**src/rtl/fp_norm_pkg.sv**
```systemverilog
// Shared widths, the S1 pipeline register format and the exponent adjustment
// used by the FP post-normalizer.
package fp_norm_pkg;

  localparam int MANT_IN_W_DEF  = 48;
  localparam int MANT_OUT_W_DEF = 26;
  localparam int EXP_IN_W_DEF   = 10;
  localparam int EXP_OUT_W_DEF  = 8;
  localparam int LZC_W_DEF      = $clog2(MANT_IN_W_DEF + 1);
  localparam int EXP_ADJ_W      = EXP_IN_W_DEF + 2;

  localparam logic [EXP_OUT_W_DEF-1:0] EXP_ONES = '1;

  typedef struct packed {
    logic [MANT_IN_W_DEF-1:0] mant;
    logic [EXP_IN_W_DEF-1:0]  exp;
    logic [LZC_W_DEF-1:0]     lzc;
    logic                     sel;
    logic                     valid;
  } s1_t;

  // Multiply results carry two integer bits, so they gain one exponent step.
  function automatic logic signed [EXP_ADJ_W-1:0] adjustExp(
    input logic [EXP_IN_W_DEF-1:0] expIn,
    input logic                    selIn,
    input logic [LZC_W_DEF-1:0]    lzc
  );
    logic signed [EXP_ADJ_W-1:0] ext;
    ext = {{2{expIn[EXP_IN_W_DEF-1]}}, expIn};
    return ext + (selIn ? EXP_ADJ_W'(0) : EXP_ADJ_W'(1)) - EXP_ADJ_W'(lzc);
  endfunction

endpackage

```
**src/rtl/fp_normalizer_pipe_lzc.sv**
```systemverilog
// Parametrised combinational leading-zero counter built as a binary tree;
// an all-zero input reports a count equal to the input width.
module fp_lzc #(
  parameter int W     = 48,
  parameter int CNT_W = $clog2(W + 1)
) (
  input  logic [W-1:0]     data_i,
  output logic [CNT_W-1:0] count_o
);

  localparam int LEVELS = $clog2(W);
  localparam int P      = 1 << LEVELS;

  // Padding with ones below the data caps the count at W for a zero input.
  logic [P-1:0] padded;

  always_comb begin
    padded = '1;
    padded[P-1 -: W] = data_i;
  end

  for (genvar l = 0; l <= LEVELS; l++) begin : g_lvl
    logic [l:0] node [P >> l];
    if (l == 0) begin : g_leaf
      for (genvar i = 0; i < P; i++) begin : g_bit
        assign node[i] = ~padded[i];
      end
    end else begin : g_merge
      for (genvar j = 0; j < (P >> l); j++) begin : g_pair
        logic [l-1:0] hi;
        logic [l-1:0] lo;
        assign hi = g_lvl[l-1].node[2*j+1];
        assign lo = g_lvl[l-1].node[2*j];
        assign node[j] = hi[l-1] ? ({1'b0, hi} + {1'b0, lo}) : {1'b0, hi};
      end
    end
  end

  assign count_o = CNT_W'(g_lvl[LEVELS].node[0]);

endmodule

```
**src/rtl/fp_normalizer_pipe.sv**
```systemverilog
// Two-stage post-normalizer for the FP mul/div datapath with valid/ready flow
// control. Define SUBNORMAL_EN to denormalize on underflow instead of flushing.
module fp_normalizer_pipe
  import fp_norm_pkg::*;
#(
  parameter int MANT_IN_W  = MANT_IN_W_DEF,
  parameter int MANT_OUT_W = MANT_OUT_W_DEF,
  parameter int EXP_IN_W   = EXP_IN_W_DEF,
  parameter int EXP_OUT_W  = EXP_OUT_W_DEF
) (
  input  logic                  clk,
  input  logic                  arst,
  input  logic                  en,
  input  logic                  valid_in,
  output logic                  ready_out,
  input  logic [MANT_IN_W-1:0]  mantisa_mul,
  input  logic [EXP_IN_W-1:0]   exponent_add,
  input  logic                  sel,
  output logic                  valid_out,
  input  logic                  ready_in,
  output logic [MANT_OUT_W-1:0] mantisa_normalize,
  output logic [EXP_OUT_W-1:0]  exponent_simple,
  output logic                  ovf,
  output logic                  unf,
  output logic                  zero
);

  localparam int LZC_W = $clog2(MANT_IN_W + 1);
  localparam int EW    = EXP_IN_W + 2;

  localparam logic [LZC_W-1:0]     LZC_ZERO = LZC_W'(MANT_IN_W);
  localparam logic signed [EW-1:0] OVF_LIM  = EW'((1 << EXP_OUT_W) - 1);
  localparam logic signed [EW-1:0] EXP_ZERO = '0;

  logic [LZC_W-1:0] lzc;
  s1_t              s1_q;

  logic                  v2_q;
  logic [MANT_OUT_W-1:0] mant_q, mant_d;
  logic [EXP_OUT_W-1:0]  exp_q, exp_d;
  logic                  ovf_q, ovf_d;
  logic                  unf_q, unf_d;
  logic                  zero_q, zero_d;

  logic adv1, adv2;

  logic [MANT_IN_W-1:0]  shifted;
  logic [MANT_OUT_W-1:0] normMant;
  logic signed [EW-1:0]  expAdj;

  fp_lzc #(.W(MANT_IN_W)) u_lzc (
    .data_i  (mantisa_mul),
    .count_o (lzc)
  );

  assign adv2      = !v2_q | ready_in;
  assign adv1      = !s1_q.valid | adv2;
  assign ready_out = en & adv1;

  always_ff @(posedge clk or posedge arst) begin
    if (arst) begin
      s1_q <= '0;
    end else if (ready_out) begin
      s1_q.valid <= valid_in;
      if (valid_in) begin
        s1_q.mant <= mantisa_mul;
        s1_q.exp  <= exponent_add;
        s1_q.lzc  <= lzc;
        s1_q.sel  <= sel;
      end
    end
  end

  // Bits below the kept window collapse into the sticky LSB.
  always_comb begin
    shifted  = s1_q.mant << s1_q.lzc;
    normMant = {shifted[MANT_IN_W-1 -: MANT_OUT_W-1], |shifted[MANT_IN_W-MANT_OUT_W:0]};
    expAdj   = adjustExp(s1_q.exp, s1_q.sel, s1_q.lzc);
  end

`ifdef SUBNORMAL_EN
  logic signed [EW-1:0]  denormShift;
  logic [MANT_OUT_W-1:0] lostMask;
  logic [MANT_OUT_W-1:0] subMant;

  localparam logic signed [EW-1:0] EXP_ONE   = EW'(1);
  localparam logic signed [EW-1:0] SHIFT_LIM = EW'(MANT_OUT_W);

  always_comb begin
    denormShift = EXP_ONE - expAdj;
    lostMask    = ~({MANT_OUT_W{1'b1}} << denormShift);
    subMant     = normMant >> denormShift;
    subMant[0]  = subMant[0] | (|(normMant & lostMask));
    if (denormShift >= SHIFT_LIM) begin
      subMant = {{(MANT_OUT_W-1){1'b0}}, |shifted};
    end
  end
`endif

  always_comb begin
    mant_d = normMant;
    exp_d  = expAdj[EXP_OUT_W-1:0];
    ovf_d  = 1'b0;
    unf_d  = 1'b0;
    zero_d = 1'b0;
    if (s1_q.lzc == LZC_ZERO) begin
      zero_d = 1'b1;
      mant_d = '0;
      exp_d  = '0;
    end else if (expAdj >= OVF_LIM) begin
      ovf_d  = 1'b1;
      mant_d = '0;
      exp_d  = EXP_ONES;
    end else if (expAdj <= EXP_ZERO) begin
      unf_d  = 1'b1;
      exp_d  = '0;
`ifdef SUBNORMAL_EN
      mant_d = subMant;
`else
      mant_d = '0;
`endif
    end
  end

  always_ff @(posedge clk or posedge arst) begin
    if (arst) begin
      v2_q   <= 1'b0;
      mant_q <= '0;
      exp_q  <= '0;
      ovf_q  <= 1'b0;
      unf_q  <= 1'b0;
      zero_q <= 1'b0;
    end else if (en & adv2) begin
      v2_q <= s1_q.valid;
      if (s1_q.valid) begin
        mant_q <= mant_d;
        exp_q  <= exp_d;
        ovf_q  <= ovf_d;
        unf_q  <= unf_d;
        zero_q <= zero_d;
      end
    end
  end

  assign valid_out         = v2_q;
  assign mantisa_normalize = mant_q;
  assign exponent_simple   = exp_q;
  assign ovf               = ovf_q;
  assign unf               = unf_q;
  assign zero              = zero_q;

endmodule

```
**config.mk**
```make
export PLATFORM = sky130hd
export DESIGN_NAME = fp_normalizer_pipe
export DESIGN_NICKNAME = d
export VERILOG_FILES = /design/src/rtl/fp_norm_pkg.sv /design/src/rtl/fp_normalizer_pipe_lzc.sv /design/src/rtl/fp_normalizer_pipe.sv
export SDC_FILE = /design/constraint.sdc
export NUM_CORES = 1
export LEC_CHECK = 0
export ABC_CLOCK_PERIOD_IN_PS = 8600
export BUFFER_PORTS_ARGS = -buffer_cell sky130_fd_sc_hd__buf_2
export CAP_MARGIN = 5
export CORE_MARGIN = 2
export CORE_UTILIZATION = 53
export CTS_BUF_LIST = sky130_fd_sc_hd__clkbuf_4 sky130_fd_sc_hd__clkbuf_8
export DETAILED_ROUTE_END_ITERATION = 12
export PLACE_DENSITY = 0.82
export SLEW_MARGIN = 10
export SYNTH_ARGS = -nofsm -noshare
export SYNTH_HDL_FRONTEND = slang
export SYNTH_HIERARCHICAL = 1
export SYNTH_SLANG_ARGS = --single-unit
```
**constraint.sdc**
```tcl
create_clock -name clk -period 8.6 [get_ports clk]
set_clock_uncertainty 0.1 [all_clocks]
set_input_delay 1.72 -clock clk [delete_from_list [all_inputs] [get_ports clk]]
set_output_delay 1.72 -clock clk [all_outputs]
set_load 0.05 [all_outputs]
```
### Word level (Yosys, flattened, before mapping)

Index checks and enable logic that the tools add are counted.

| word-level totals | value |
|---|---|
| word-level logic and storage cells | 182 |
| bits of input ports | 64 |
| bits in registers | 104 |
| output and inout bits | 39 |

| cells by class | value |
|---|---|
| order comparisons | 2 |
| shift operators | 1 |
| multiplexer cells | 61 |
| reduce and logical (&&, ||, !) cells | 5 |
| equal/unequal tests | 1 |
| bitwise gates (word level) | 52 |
| $add $sub $neg | 49 |

Operators with widths:

| kind | number |
|---|---|
| $mux W26 | 3 |
| $add A1 B1 Y2 | 24 |
| $mux W2 | 24 |
| $not A1 Y1 | 48 |
| $shl A48 B6 Y48 | 1 |
| $add A2 B2 Y3 | 12 |
| $mux W3 | 12 |
| $add A3 B3 Y4 | 6 |
| $mux W4 | 6 |
| $mux W8 | 3 |
| $reduce_or A23 Y1 | 1 |
| $mux W5 | 4 |
| $add A4 B4 Y5 | 3 |
| $ge A12 B9 Y1 const B | 1 |
| $le A12 B1 Y1 const B | 1 |
| $mux W6 | 2 |
| $sub A11 B7 Y12 | 1 |
| $add A10 B2 Y11 | 1 |
| $mux W1 | 7 |
| $add A5 B5 Y6 | 1 |
| $add A6 B5 Y6 | 1 |
| $eq A6 B6 Y1 const B | 1 |
| $reduce_and A2 Y1 | 2 |
| $and A1 B1 Y1 | 2 |
| other kinds (2) | 4 |

### Longest topological paths before layout

Gate-level depths: netlist of run 1.

| logic depth | value |
|---|---|
| depth after elaboration | 13 |
| depth in mapped cells | 25 |
| depth with buffers taken out | 25 |

### By module

Netlist of run 1, hierarchy kept.

By module, submodules not included:

| module | seq. area each (sq um) | area an instance (sq um) | instances | cells an instance |
|---|---|---|---|---|
| fp_normalizer_pipe | 2,602.5 | 7,459.7 | 1 | 718 |
| fp_lzc | 0.0 | 2,701.3 | 1 | 345 |

### Worst setup path before layout of run 1

No wires, ideal clock.

| timing path | value |
|---|---|
| path kind | input to register |
| start point | in mantisa_mul[38] |
| end point | reg s1_q[6] (netlist name) |
| arrival time | 6.534 ns |
| buffers on the path | 1 |
| path slack | 1.842 ns |
| stages | 22 |
| cell sequence | or2_2 -> clkbuf_1 -> fa_1 -> nor2_1 -> inv_1 -> fa_1 -> nor2b_1 -> a211oi_1 -> fa_1 -> nand2_1 -> nand2_1 -> fa_1 -> xnor2_1 -> mux2_1 -> o21ai_1 -> ha_1 -> a21o_1 -> a21oi_1 -> xor2_1 -> nor2_1 -> o21a_1 -> mux2_2 |

| between the ends | value |
|---|---|
| word-level cells in the longest chain between the ends | 13 |

Ends and longest elaborated chain:

| element | RTL line | RTL |
|---|---|---|
| start: declaration | fp_normalizer_pipe.sv:16 | `input logic [MANT_IN_W-1:0] mantisa_mul,` |
| $not A1 Y1 (*) | fp_normalizer_pipe_lzc.sv:26 | `assign node[i] = ~padded[i];` |
| $add A1 B1 Y2 (*) | fp_normalizer_pipe_lzc.sv:34 | `assign node[j] = hi[l-1] ? ({1'b0, hi} + {1'b0, lo}) : {1'b0, hi};` |
| $mux W2 (*) | fp_normalizer_pipe_lzc.sv:34 |  |
| $add A2 B2 Y3 | fp_normalizer_pipe_lzc.sv:34 |  |
| $mux W3 (*) | fp_normalizer_pipe_lzc.sv:34 |  |
| $add A3 B3 Y4 | fp_normalizer_pipe_lzc.sv:34 |  |
| $mux W4 (*) | fp_normalizer_pipe_lzc.sv:34 |  |
| $add A4 B4 Y5 (*) | fp_normalizer_pipe_lzc.sv:34 |  |
| $mux W5 (*) | fp_normalizer_pipe_lzc.sv:34 |  |
| $add A5 B5 Y6 | fp_normalizer_pipe_lzc.sv:34 |  |
| $mux W6 (*) | fp_normalizer_pipe_lzc.sv:34 |  |
| $add A6 B5 Y6 | fp_normalizer_pipe_lzc.sv:34 |  |
| $mux W6 (*) | fp_normalizer_pipe_lzc.sv:34 |  |
| net lzc[4] | fp_normalizer_pipe.sv:35 | `logic [LZC_W-1:0] lzc;` |
| end: declaration | fp_normalizer_pipe.sv:36 | `s1_t s1_q;` |

Mark *: on every way through the listed nets, which the timed path passes. The rest lies on a longest branch.
A chain may end at the register's enable or synchronous reset.

### Worst setup path after layout of run 1

| timing path | value |
|---|---|
| start point | in mantisa_mul[16] |
| end point | reg s1_q[6] (netlist name) |

| between the ends | value |
|---|---|
| word-level cells in the longest chain between the ends | 13 |

Ends and longest elaborated chain:

| element | RTL line |
|---|---|
| $not A1 Y1 (*) | fp_normalizer_pipe_lzc.sv:26 |
| $add A1 B1 Y2 (*) | fp_normalizer_pipe_lzc.sv:34 |
| $mux W2 (*) | fp_normalizer_pipe_lzc.sv:34 |
| $add A2 B2 Y3 (*) | fp_normalizer_pipe_lzc.sv:34 |
| $mux W3 (*) | fp_normalizer_pipe_lzc.sv:34 |
| $add A3 B3 Y4 (*) | fp_normalizer_pipe_lzc.sv:34 |
| $mux W4 (*) | fp_normalizer_pipe_lzc.sv:34 |
| $add A4 B4 Y5 (*) | fp_normalizer_pipe_lzc.sv:34 |
| $mux W5 (*) | fp_normalizer_pipe_lzc.sv:34 |
| $add A5 B5 Y6 (*) | fp_normalizer_pipe_lzc.sv:34 |
| $mux W6 (*) | fp_normalizer_pipe_lzc.sv:34 |
| $add A6 B5 Y6 | fp_normalizer_pipe_lzc.sv:34 |
| $mux W6 (*) | fp_normalizer_pipe_lzc.sv:34 |
| net lzc[4] | fp_normalizer_pipe.sv:35 |

Marks and branches as above.

==> out/metrics.yaml, run 1 <==
status: "complete, no violations"
cts.root.buffer_cell: "sky130_fd_sc_hd__clkbuf_8"
h_tree_levels: 3
cts_buffers: 9
die-height_um: 142
synth.largest_area_cell: "sky130_fd_sc_hd__dfrtp_1"
yosys-top-cells-area: "sky130_fd_sc_hd__dfrtp_1, sky130_fd_sc_hd__mux2_2, sky130_fd_sc_hd__mux4_2, sky130_fd_sc_hd__ha_1, sky130_fd_sc_hd__fa_1"
post_cts_buffers: 0
initial_antenna_violation_count: 0
final.fill_count: 1584
critPathSlowestCell: "sky130_fd_sc_hd__fa_1"
synthesis.yosys.warnings: 6
die_area_um2: 20300
dr_total_vias: 8612
via_per_inst: 6.32
die_width_um: 142
timing.slew.headroom_pct: 29.0
cts-resized-gates: 0
min-delay-path-class: "reg -> reg"
critical_path_peak_fanout: 3
max-vdd-ir-drop_mv: 0.0875
worst_slew_pin_slew_ns: 1.04
post_cts_hold_fix_bufs: 0
first_pass_grt_wire_length_mm: 41.0
postSynthRegisterBits: 104
cts.sinks: 104
clock_tree.buffer_depth: 2
top_level_ports: 103
min_period_over_period_pct: 82.4
setup_repair_after_global_routing_missed_its_margin: "false"
hold_viol: 0
start_util_pct: 54.1
antenna_cells: 0
routabilityCongestion: 0.946
coreArea_um2: 18800
grt_util_all_layers_pct: 25.2
slowest_delay_ns: 0.46
postSynthAreaPerCell_um2: 9.56
edff_count_synth: 0
worst_setup_path_start_kind: "input pin"
finish.net_count: 1279
clock.fmax_ghz: 0.141
synth_top_area_share_pct: 25.6
clock_latency_ns: 0.39
post_synthesis_to_final_layout_area_growth_pct: 7.91
post_synth_inst_count: 1063
dp_hpwl_mm: 19.2
fraction_of_layout_cells_with_a_size_suffix_above_1_pct: 26.8
synthesis.area_um2: 10200
antenna_left: 0
seqCellArea_um2: 2610
synth_top_flop_cell: "sky130_fd_sc_hd__dfrtp_1"
grt_pass1_vias: 8193
fin_worst_hold_slack_ns: 0.385
cp.arrival_ns: 7.28
max-cap-violations: 0
postSynth.asyncResetShare_pct: 100
synth_fp_nets: 1219
clkTransAtPathRegs_ns: 0.10
row_count: 50
final_critical_delay_including_setup_and_external_delays_ns: 7.08
drt_drc_violations_left: 0
clock_tree_from_tritoncts: "done"
dr.first_iter.drc_count: 817
grt-ovfl-total: 0
final-max-slew-violation-count: 0
worst-endpoint-required_ns: 8.79
setup_viol: 0
post_synth_most_frequent_cells: "sky130_fd_sc_hd__nand2_1, sky130_fd_sc_hd__nor2_1, sky130_fd_sc_hd__dfrtp_1"
io_buffer_count: 102
detail_route.wl_per_cell_um: 18.5
setup.worst_path.end_class: "register"
grt_max_degree: 71
yosys.cell_types.count: 75
setup_total_negative_slack_ns: 0
ys_seq_area_share_pct: 25.6
route.final.wire_length_mm: 25.2
setup.worst_path.class: "in -> reg"
multi_input_comb_area_um2: 7120
detailedRoute.firstPassIterationCount: 6
leakagePower_nw: 4.96
power_density_nw_per_um2: 196
critical path, delay by kind of cell:
family,cells,cell delay (ns)
AOI/OAI and AO/OA,5,1.21
adders and majority gates,6,1.90
muxes,1,0.25
xor gates and xnor gates,2,0.31
buffers and inverters,2,0.15
and+or+nand+nor,9,1.70
per-stage QoR:
step / setup slack (ns) / util, % / cell area (µm²) / std cells / total power [mW]
after floorplan: 1.84 / - / 10200 / 1063 / 1.54
after detailed placement: 1.27 / 57.3 / 10800 / 1346 / 1.82
after global routing: 1.36 / 58.4 / 11000 / 1362 / 2.28
final: 1.52 / 58.4 / 11000 / 1362 / 2.15
after global placement: 1.54 / 57.3 / 10800 / 1346 / 1.78
after CTS: 1.68 / 58.4 / 11000 / 1362 / 2.14
cell families after synthesis:
family                     Yosys count  share of synthesized area, %
adders and majority gates           92                          13.1
muxes                              169                          23.1
and+or+nand+nor                    344                          15.9
AOI/OAI and AO/OA                  229                          16.0
buffers and inverters              103                          4.33
DFF                                104                          25.6
xor gates and xnor gates            22                          1.90
power by group:
part | switching (mW) | leakage [nW] | total, mW | internal, mW
Combinational | 0.665 | 3.57 | 1.13 | 0.462
Sequential | 0.110 | 1.29 | 0.699 | 0.589
Clock | 0.181 | 0.102 | 0.323 | 0.142
Total | 0.957 | 4.96 | 2.15 | 1.19
final timing paths:
| check | from | end | slack (ns) | depth (start not counted) |
|---|---|---|---|---|
| hold / removal | mantisa_normalize[25] | mantisa_normalize[25] | 0.39 | 2 |
| min in group asynchronous | arst | valid_out | 1.28 | 2 |
| setup reg to reg | s1_q[3] | mantisa_normalize[4] | 3.94 | 12 |
| setup / recovery | mantisa_mul[16] | s1_q[6] | 1.52 | 25 |
| hold reg to reg | mantisa_normalize[25] | mantisa_normalize[25] | 0.39 | 2 |
| max in group asynchronous | arst | mantisa_normalize[10] | 5.98 | 3 |
layout make-up:
class	count	share of cell area, %
clock buffers	10	1.20
clock inverters	6	0.685
inverters	40	1.39
multi-input cells	856	64.9
flip-flops and latches	104	23.8
well taps	234	2.67
repair buffers	112	5.34
sequential cells by signal (all words and copies together), names as in the netlist:
| signal | count |
|---|---|
| exponent_simple | 8 |
| mantisa_normalize | 26 |
| ovf | 1 |
| s1_q | 66 |
| unf | 1 |
| valid_out | 1 |
| zero | 1 |
layer usage:
metal  track usage (%)  wire length (µm)  vias up  share of wire (%)
li1                  -                 -     4019                  -
met1              33.1             10900     4228                 43
met2              42.9             12400      312                 49
met3              4.41              1380       53                5.5
met4              7.09               552        0                2.2
met5                 0                 0        -                  0
layout by cell type (no fill, tap or decap), drive strengths merged, types with 4 or more instances in the layout:
| cell | Yosys | routed |
|---|---|---|
| mux4 | 43 | 43 |
| nor2b | 34 | 34 |
| a211o | 6 | 6 |
| a211oi | 15 | 15 |
| o21a | 8 | 8 |
| and2 | 12 | 12 |
| o22ai | 4 | 4 |
| inv | 37 | 39 |
| or2 | 20 | 20 |
| xnor2 | 10 | 10 |
| mux2i | 35 | 35 |
| clkbuf | 36 | 10 |
| nand3 | 11 | 11 |
| a32o | 14 | 14 |
| nor3 | 22 | 22 |
| nor4 | 6 | 6 |
| a221oi | 9 | 9 |
| mux2 | 91 | 91 |
| buf | 27 | 112 |
| ha | 68 | 68 |
| a22o | 11 | 11 |
| clkinv | 3 | 5 |
| nand2b | 6 | 6 |
| fa | 24 | 24 |
| dfrtp | 104 | 104 |
| or3 | 7 | 7 |
| xor2 | 12 | 12 |
| a21o | 23 | 23 |
| nor2 | 108 | 108 |
| a21oi | 44 | 44 |
| o21ai | 58 | 58 |
| and3 | 4 | 4 |
| nand2 | 106 | 106 |
| o31ai | 4 | 4 |
(Power assumes the default switching activity.)
==> run 2: changes to the inputs <==
--- a/config.mk
+++ b/config.mk
@@ -5,7 +5,7 @@
 export SDC_FILE = /design/constraint.sdc
 export NUM_CORES = 1
 export LEC_CHECK = 0
-export ABC_CLOCK_PERIOD_IN_PS = 8600
+export ABC_CLOCK_PERIOD_IN_PS = 6800
 export BUFFER_PORTS_ARGS = -buffer_cell sky130_fd_sc_hd__buf_2
 export CAP_MARGIN = 5
 export CORE_MARGIN = 2
==> constraint.sdc (replaced) <==
create_clock -name clk -period 6.8 [get_ports clk]
set_clock_uncertainty 0.1 [all_clocks]
set_input_delay 1.36 -clock clk [delete_from_list [all_inputs] [get_ports clk]]
set_output_delay 1.36 -clock clk [all_outputs]
set_load 0.05 [all_outputs]
==> out/metrics.yaml, run 2 (synthesis gave the netlist of run 1 again) <==
start_util_pct: 54.1  # unchanged
register_with_the_most_flip_flops: "s1_q"  # unchanged
worst-endpoint-required_ns: 7.00  # was 8.79 ns
fraction_of_the_core_area_covered_by_cells_at_the_end_of_the_flow_pct: 58.7  # was 58.4%
die_area_um2: 20300  # unchanged
cp.arrival_ns: 6.71  # was 7.28 ns
clock.fmax_ghz: 0.154
clock_latency_ns: 0.40  # was 0.39 ns
worst_slew_pin_slew_ns: 0.838  # was 1.04 ns
worst_setup_path_start_kind: "input pin"  # unchanged
instances_no_fill: 1368  # was 1,362
max-cap-violations: 0  # unchanged
route.final.wire_length_mm: 24.9  # was 25.2 mm
via_per_inst: 6.23  # was 6.32
routabilityCongestion: 0.945  # was 0.946
dr.first_iter.drc_count: 772  # was 817
row_count: 50  # unchanged
setup_viol: 0  # unchanged
cts_buffers: 9  # unchanged
leakagePower_nw: 5.00  # was 4.96 nW
dr_total_vias: 8528  # was 8,612
h_tree_levels: 3  # unchanged
grt_pass1_vias: 8253  # was 8,193
first_pass_grt_wire_length_mm: 41.4  # was 41.0 mm
p_sw_mw: 1.21  # was 0.957 mW
cts.root.buffer_cell: "sky130_fd_sc_hd__clkbuf_8"  # unchanged
fraction_of_layout_cells_with_a_size_suffix_above_1_pct: 27.2  # was 26.8%
timing.slew.headroom_pct: 44.1  # was 29.0%
finish.net_count: 1285  # was 1,279
cts-resized-gates: 0  # unchanged
grt_max_degree: 70  # was 71
timing.rr.start: "s1_q[5]"  # was s1_q[3]
detailedRoute.firstPassIterationCount: 6  # unchanged
hold_viol: 0  # unchanged
setup.worst_path.class: "in -> reg"  # unchanged
setup_repair_after_global_routing_missed_its_margin: "false"  # unchanged
regToRegSetupSlack_ns: 2.45  # was 3.94 ns
post_synthesis_to_final_layout_area_growth_pct: 8.36  # was 7.91%
fin_worst_hold_slack_ns: 0.388  # was 0.385 ns
regToRegEndpoint: "mantisa_normalize[5]"  # was mantisa_normalize[4]
worst_hold_startpoint: "mantisa_normalize[25]"  # unchanged
dp_hpwl_mm: 19.2  # about the same
detail_route.wl_per_cell_um: 18.2  # was 18.5 µm
power_density_nw_per_um2: 247  # was 196 nW/µm²
setup.worst_path.end_class: "register"  # unchanged
initial_antenna_violation_count: 0  # unchanged
io_buffer_count: 102  # unchanged
power.share.switching_pct: 44.5  # about the same
final-max-slew-violation-count: 0  # unchanged
r2r_cells: 12  # unchanged
post_cts_buffers: 0  # unchanged
clock_tree.buffer_depth: 2  # unchanged
cts.sinks: 104  # unchanged
grt-ovfl-total: 0  # unchanged
cells_on_worst_hold_path: 2  # unchanged
antenna_cells: 0  # unchanged
die-height_um: 142  # unchanged
clock_power_share_pct: 15.3  # was 15.0%
drt_drc_violations_left: 0  # unchanged
mostFrequentLayoutCells: "sky130_fd_sc_hd__nor2_1, sky130_fd_sc_hd__nand2_1, sky130_fd_sc_hd__buf_2"  # unchanged
power.share.sequential_pct: 32.6  # was 32.5%
top_level_ports: 103  # unchanged
final_critical_delay_including_setup_and_external_delays_ns: 6.50
most_frequent_standard_cell_in_the_layout_excluding_fill_and_tap_cells: "sky130_fd_sc_hd__nor2_1"  # unchanged
post_cts_hold_fix_bufs: 0  # unchanged
clkTransAtPathRegs_ns: 0.11  # was 0.10 ns
min-delay-path-class: "reg -> reg"  # unchanged
antenna_left: 0  # unchanged
numPlacedInstances: 1352  # was 1,346
die_width_um: 142  # unchanged
grt_util_all_layers_pct: 25.5  # was 25.2%
status: "complete, no violations"  # unchanged
min_to: "mantisa_normalize[25]"  # unchanged
max-vdd-ir-drop_mv: 0.103  # was 0.0875 mV
clock_tree_from_tritoncts: "done"  # unchanged
largest_register_ffs: 66  # unchanged
coreArea_um2: 18800  # unchanged
min_period_over_period_pct: 95.6
setup_total_negative_slack_ns: 0  # unchanged
cellInternalPower_mw: 1.51  # was 1.19 mW
power.combinational.fraction_pct: 52.1  # was 52.4%
critical_path_peak_fanout: 5  # was 3
run 2: metal layers:
layer  share of wire [%]  vias up  GRT usage [%]  wire length [µm]
met3                 5.9       58           4.37              1480
met5                   0        -              0                 0
li1                    -     4035              -                 -
met4                 3.1        0           8.96               764
met2                  48      317           41.9             11900
met1                  43     4118           34.2             10800
run 2: area by class of cell:
class,count,area (µm²)
fillers,1611,7760
multi-input cells,856,7120
flip-flops and latches,104,2610
repair buffers,118,631
well taps,234,293
inverters,40,153
clock buffers,9,124
clock inverters,7,83.8
run 2: how the worst max path moves through the flow:
stage | depth (start not counted) | startpoint | end | slack (ns)
final | 24 | mantisa_mul[18] | s1_q[6] | 0.30
after global routing | 25 | mantisa_mul[22] | s1_q[6] | 0.09
after CTS | 24 | mantisa_mul[18] | s1_q[6] | 0.36
after detailed placement | 24 | mantisa_mul[18] | s1_q[6] | -0.05
after global placement | 24 | mantisa_mul[18] | s1_q[6] | 0.09
after floorplan | 22 | mantisa_mul[38] | s1_q[6] | 0.40
run 2: worst max-delay path, cell delays in order:
cell,delay [ns]
sky130_fd_sc_hd__buf_2,0.12
sky130_fd_sc_hd__or2_2,0.33
sky130_fd_sc_hd__fa_1,0.47
sky130_fd_sc_hd__or3_1,0.37
sky130_fd_sc_hd__fa_1,0.52
sky130_fd_sc_hd__nor2b_1,0.13
sky130_fd_sc_hd__a211oi_1,0.06
sky130_fd_sc_hd__buf_4,0.15
sky130_fd_sc_hd__fa_1,0.42
sky130_fd_sc_hd__xnor2_1,0.20
sky130_fd_sc_hd__nor4_1,0.07
sky130_fd_sc_hd__a21o_1,0.17
sky130_fd_sc_hd__ha_1,0.33
sky130_fd_sc_hd__or2_1,0.26
sky130_fd_sc_hd__and3_1,0.23
sky130_fd_sc_hd__o32ai_2,0.26
sky130_fd_sc_hd__nor2_1,0.09
sky130_fd_sc_hd__nor2_1,0.10
sky130_fd_sc_hd__ha_1,0.27
sky130_fd_sc_hd__a21oi_1,0.18
sky130_fd_sc_hd__xor2_1,0.16
sky130_fd_sc_hd__nor2_1,0.05
sky130_fd_sc_hd__o21a_1,0.16
sky130_fd_sc_hd__mux2_2,0.25
run 2: power by group through the flow:
stage,clock network (mW),logic [mW],registers (mW)
floorplan,0,0.904,1.04
global placement,0,1.37,0.886
detailed placement,0,1.40,0.894
CTS,0.426,1.40,0.881
global route,0.455,1.54,0.900
finish,0.417,1.42,0.886
run 2: metrics by stage:
step / worst slack, ns / instance area, µm² / total power, mW
3_3_place_gp: 0.0915 / 10800 / 2.26
3_5_place_dp: -0.0479 / 10800 / 2.29
2_1_floorplan: 0.402 / 10200 / 1.95
6_report: 0.297 / 11000 / 2.72
4_1_cts: 0.360 / 11000 / 2.71
5_1_grt: 0.0853 / 11000 / 2.89
==> run 3: changes to the inputs <==
--- a/config.mk
+++ b/config.mk
@@ -8,7 +8,6 @@
 export ABC_CLOCK_PERIOD_IN_PS = 6800
 export BUFFER_PORTS_ARGS = -buffer_cell sky130_fd_sc_hd__buf_2
 export CAP_MARGIN = 5
-export CORE_MARGIN = 2
 export CORE_UTILIZATION = 53
 export CTS_BUF_LIST = sky130_fd_sc_hd__clkbuf_4 sky130_fd_sc_hd__clkbuf_8
 export DETAILED_ROUTE_END_ITERATION = 12
==> out/metrics.yaml, run 3 (synthesis gave the netlist of run 1 again) <==
status: "complete, no violations"  # unchanged
clock_latency_ns: 0.40  # about the same
setup_viol: 0  # unchanged
setup_repair_after_global_routing_missed_its_margin: "false"  # unchanged
min_period_over_period_pct: 96.6  # was 95.6%
final-max-slew-violation-count: 0  # unchanged
cellInternalPower_mw: 1.48  # was 1.51 mW
max-vdd-ir-drop_mv: 0.113  # was 0.103 mV
dr.first_iter.drc_count: 807  # was 772
row_count: 50  # unchanged
die_area_um2: 19700  # was 20,300 µm²
routabilityCongestion: 0.937  # was 0.945
cp.arrival_ns: 6.76  # was 6.71 ns
h_tree_levels: 3  # unchanged
initial_antenna_violation_count: 0  # unchanged
design_power_total_mw: 2.69  # was 2.72 mW
power_density_nw_per_um2: 244  # was 247 nW/µm²
dp_hpwl_mm: 18.9  # was 19.2 mm
cts.sinks: 104  # unchanged
coreArea_um2: 18800  # unchanged
detailedRoute.firstPassIterationCount: 5  # was 6
die-height_um: 140  # was 142 µm
final_critical_delay_including_setup_and_external_delays_ns: 6.57  # was 6.50 ns
clock_tree_from_tritoncts: "done"  # unchanged
post_cts_hold_fix_bufs: 0  # unchanged
placed_cell_area_um2: 10800  # about the same
final_area_um2: 11000  # about the same
finish.net_count: 1286  # was 1,285
grt_max_degree: 70  # unchanged
instances_no_fill: 1369  # was 1,368
setup.worst_path.class: "in -> reg"  # unchanged
clkTransAtPathRegs_ns: 0.11  # about the same
worst_setup_path_start_kind: "input pin"  # unchanged
power.combinational.fraction_pct: 52.7  # was 52.1%
power.share.sequential_pct: 33.0  # was 32.6%
route.final.wire_length_mm: 24.7  # was 24.9 mm
critical_path_peak_fanout: 6  # was 5
hold_viol: 0  # unchanged
grt_util_all_layers_pct: 25.8  # was 25.5%
first_pass_grt_wire_length_mm: 40.7  # was 41.4 mm
fin_worst_hold_slack_ns: 0.386  # was 0.388 ns
start_util_pct: 54.1  # unchanged
clock_power_share_pct: 14.2  # was 15.3%
max-cap-violations: 0  # unchanged
mostFrequentLayoutCells: "sky130_fd_sc_hd__nor2_1, sky130_fd_sc_hd__nand2_1, sky130_fd_sc_hd__buf_2"  # unchanged
dr_total_vias: 8503  # was 8,528
largest_register_ffs: 66  # unchanged
numPlacedInstances: 1353  # was 1,352
dp_worst_setup_slack_ns: -0.0931  # was -0.0479 ns
grt_pass1_vias: 8133  # was 8,253
post_synthesis_to_final_layout_area_growth_pct: 8.24  # was 8.36%
leakagePower_nw: 4.99  # was 5.00 nW
drt_drc_violations_left: 0  # unchanged
power.share.switching_pct: 45.0  # was 44.5%
register_with_the_most_flip_flops: "s1_q"  # unchanged
worst-endpoint-required_ns: 6.99  # was 7.00 ns
min-delay-path-class: "reg -> reg"  # unchanged
detail_route.wl_per_cell_um: 18.1  # was 18.2 µm
cts-resized-gates: 0  # unchanged
cts.root.buffer_cell: "sky130_fd_sc_hd__clkbuf_8"  # unchanged
grt-ovfl-total: 0  # unchanged
setup.worst_path.end_class: "register"  # unchanged
antenna_left: 0  # unchanged
timing.slew.headroom_pct: 42.5  # was 44.1%
antenna_cells: 0  # unchanged
top_level_ports: 103  # unchanged
post_cts_buffers: 0  # unchanged
setup_slack_ns: 0.229  # was 0.297 ns
most_frequent_standard_cell_in_the_layout_excluding_fill_and_tap_cells: "sky130_fd_sc_hd__nor2_1"  # unchanged
clock.fmax_ghz: 0.152  # was 0.154 GHz
p_sw_mw: 1.21  # about the same
via_per_inst: 6.21  # was 6.23
io_buffer_count: 102  # unchanged
worst_slew_pin_slew_ns: 0.863  # was 0.838 ns
fraction_of_layout_cells_with_a_size_suffix_above_1_pct: 27.2  # about the same
clock_tree.buffer_depth: 2  # unchanged
cts_buffers: 9  # unchanged
die_width_um: 140  # was 142 µm
## run 3: changes by cell type in the layout (fill, tap and decap cells not counted), sizes merged
cell / before / now
bufinv: 1 / 0
clkbuf: 9 / 10
buf: 118 / 119
inv: 42 / 41
clkinvlp: 0 / 1
## run 3: layout make-up
cell class / instances / area, µm²
repair buffers: 119 / 638
well taps: 234 / 293
inverters: 40 / 153
clock buffers: 10 / 138
clock inverters: 6 / 50.0
fillers: 1589 / 7770
multi-input cells: 856 / 7120
flip-flops and latches: 104 / 2610
## run 3: stage by stage
| stage | setup TNS (ns) | util, % |
|---|---|---|
| final | 0 | 58.6 |
| after global routing | 0 | 58.6 |
| after CTS | 0 | 58.6 |
| after detailed placement | -0.0931 | 57.6 |
| after global placement | 0 | 57.6 |
| after floorplan | 0 | - |
## run 3: critical path, cell delays in order
cell                       delay [ns]
sky130_fd_sc_hd__buf_2           0.12
sky130_fd_sc_hd__or2_2           0.36
sky130_fd_sc_hd__fa_1            0.53
sky130_fd_sc_hd__nor2_1          0.19
sky130_fd_sc_hd__inv_1           0.08
sky130_fd_sc_hd__fa_1            0.54
sky130_fd_sc_hd__nor2b_1         0.19
sky130_fd_sc_hd__a211oi_1        0.08
sky130_fd_sc_hd__buf_4           0.16
sky130_fd_sc_hd__fa_1            0.42
sky130_fd_sc_hd__xnor2_1         0.19
sky130_fd_sc_hd__nor4_1          0.07
sky130_fd_sc_hd__a21o_1          0.17
sky130_fd_sc_hd__ha_1            0.31
sky130_fd_sc_hd__or2_1           0.25
sky130_fd_sc_hd__a21oi_1         0.27
sky130_fd_sc_hd__o32ai_2         0.14
sky130_fd_sc_hd__nor2_1          0.13
sky130_fd_sc_hd__nor2_1          0.06
sky130_fd_sc_hd__ha_1            0.31
sky130_fd_sc_hd__a21oi_1         0.17
sky130_fd_sc_hd__xor2_1          0.17
sky130_fd_sc_hd__nor2_1          0.07
sky130_fd_sc_hd__o21a_1          0.17
sky130_fd_sc_hd__mux2_2          0.26
## run 3: worst paths after layout
path / startpoint / to / slack, ns / cells past startpoint
min in group asynchronous: arst / valid_out / 0.94 / 2
max: mantisa_mul[22] / s1_q[6] / 0.23 / 25
max in group asynchronous: arst / mantisa_normalize[19] / 4.50 / 3
min: mantisa_normalize[15] / mantisa_normalize[15] / 0.39 / 2
min reg2reg: mantisa_normalize[15] / mantisa_normalize[15] / 0.39 / 2
max reg2reg: s1_q[5] / mantisa_normalize[5] / 2.80 / 11
## run 3: layer usage
metal  up-vias  global-route usage [%]  share of wire [%]
met4         0                    7.72                1.9
met3        33                    3.59                6.1
met5         -                       0                  0
li1       4039                       -                  -
met1      4125                    34.5                 44
met2       306                    43.8                 48
## run 3: power by group through the flow
stage / Clock [mW] / Sequential, mW / Combinational (mW)
after floorplan: 0 / 1.04 / 0.904
after global placement: 0 / 0.889 / 1.37
after detailed placement: 0 / 0.897 / 1.40
after CTS: 0.390 / 0.884 / 1.40
after global routing: 0.416 / 0.904 / 1.53
final: 0.383 / 0.887 / 1.42
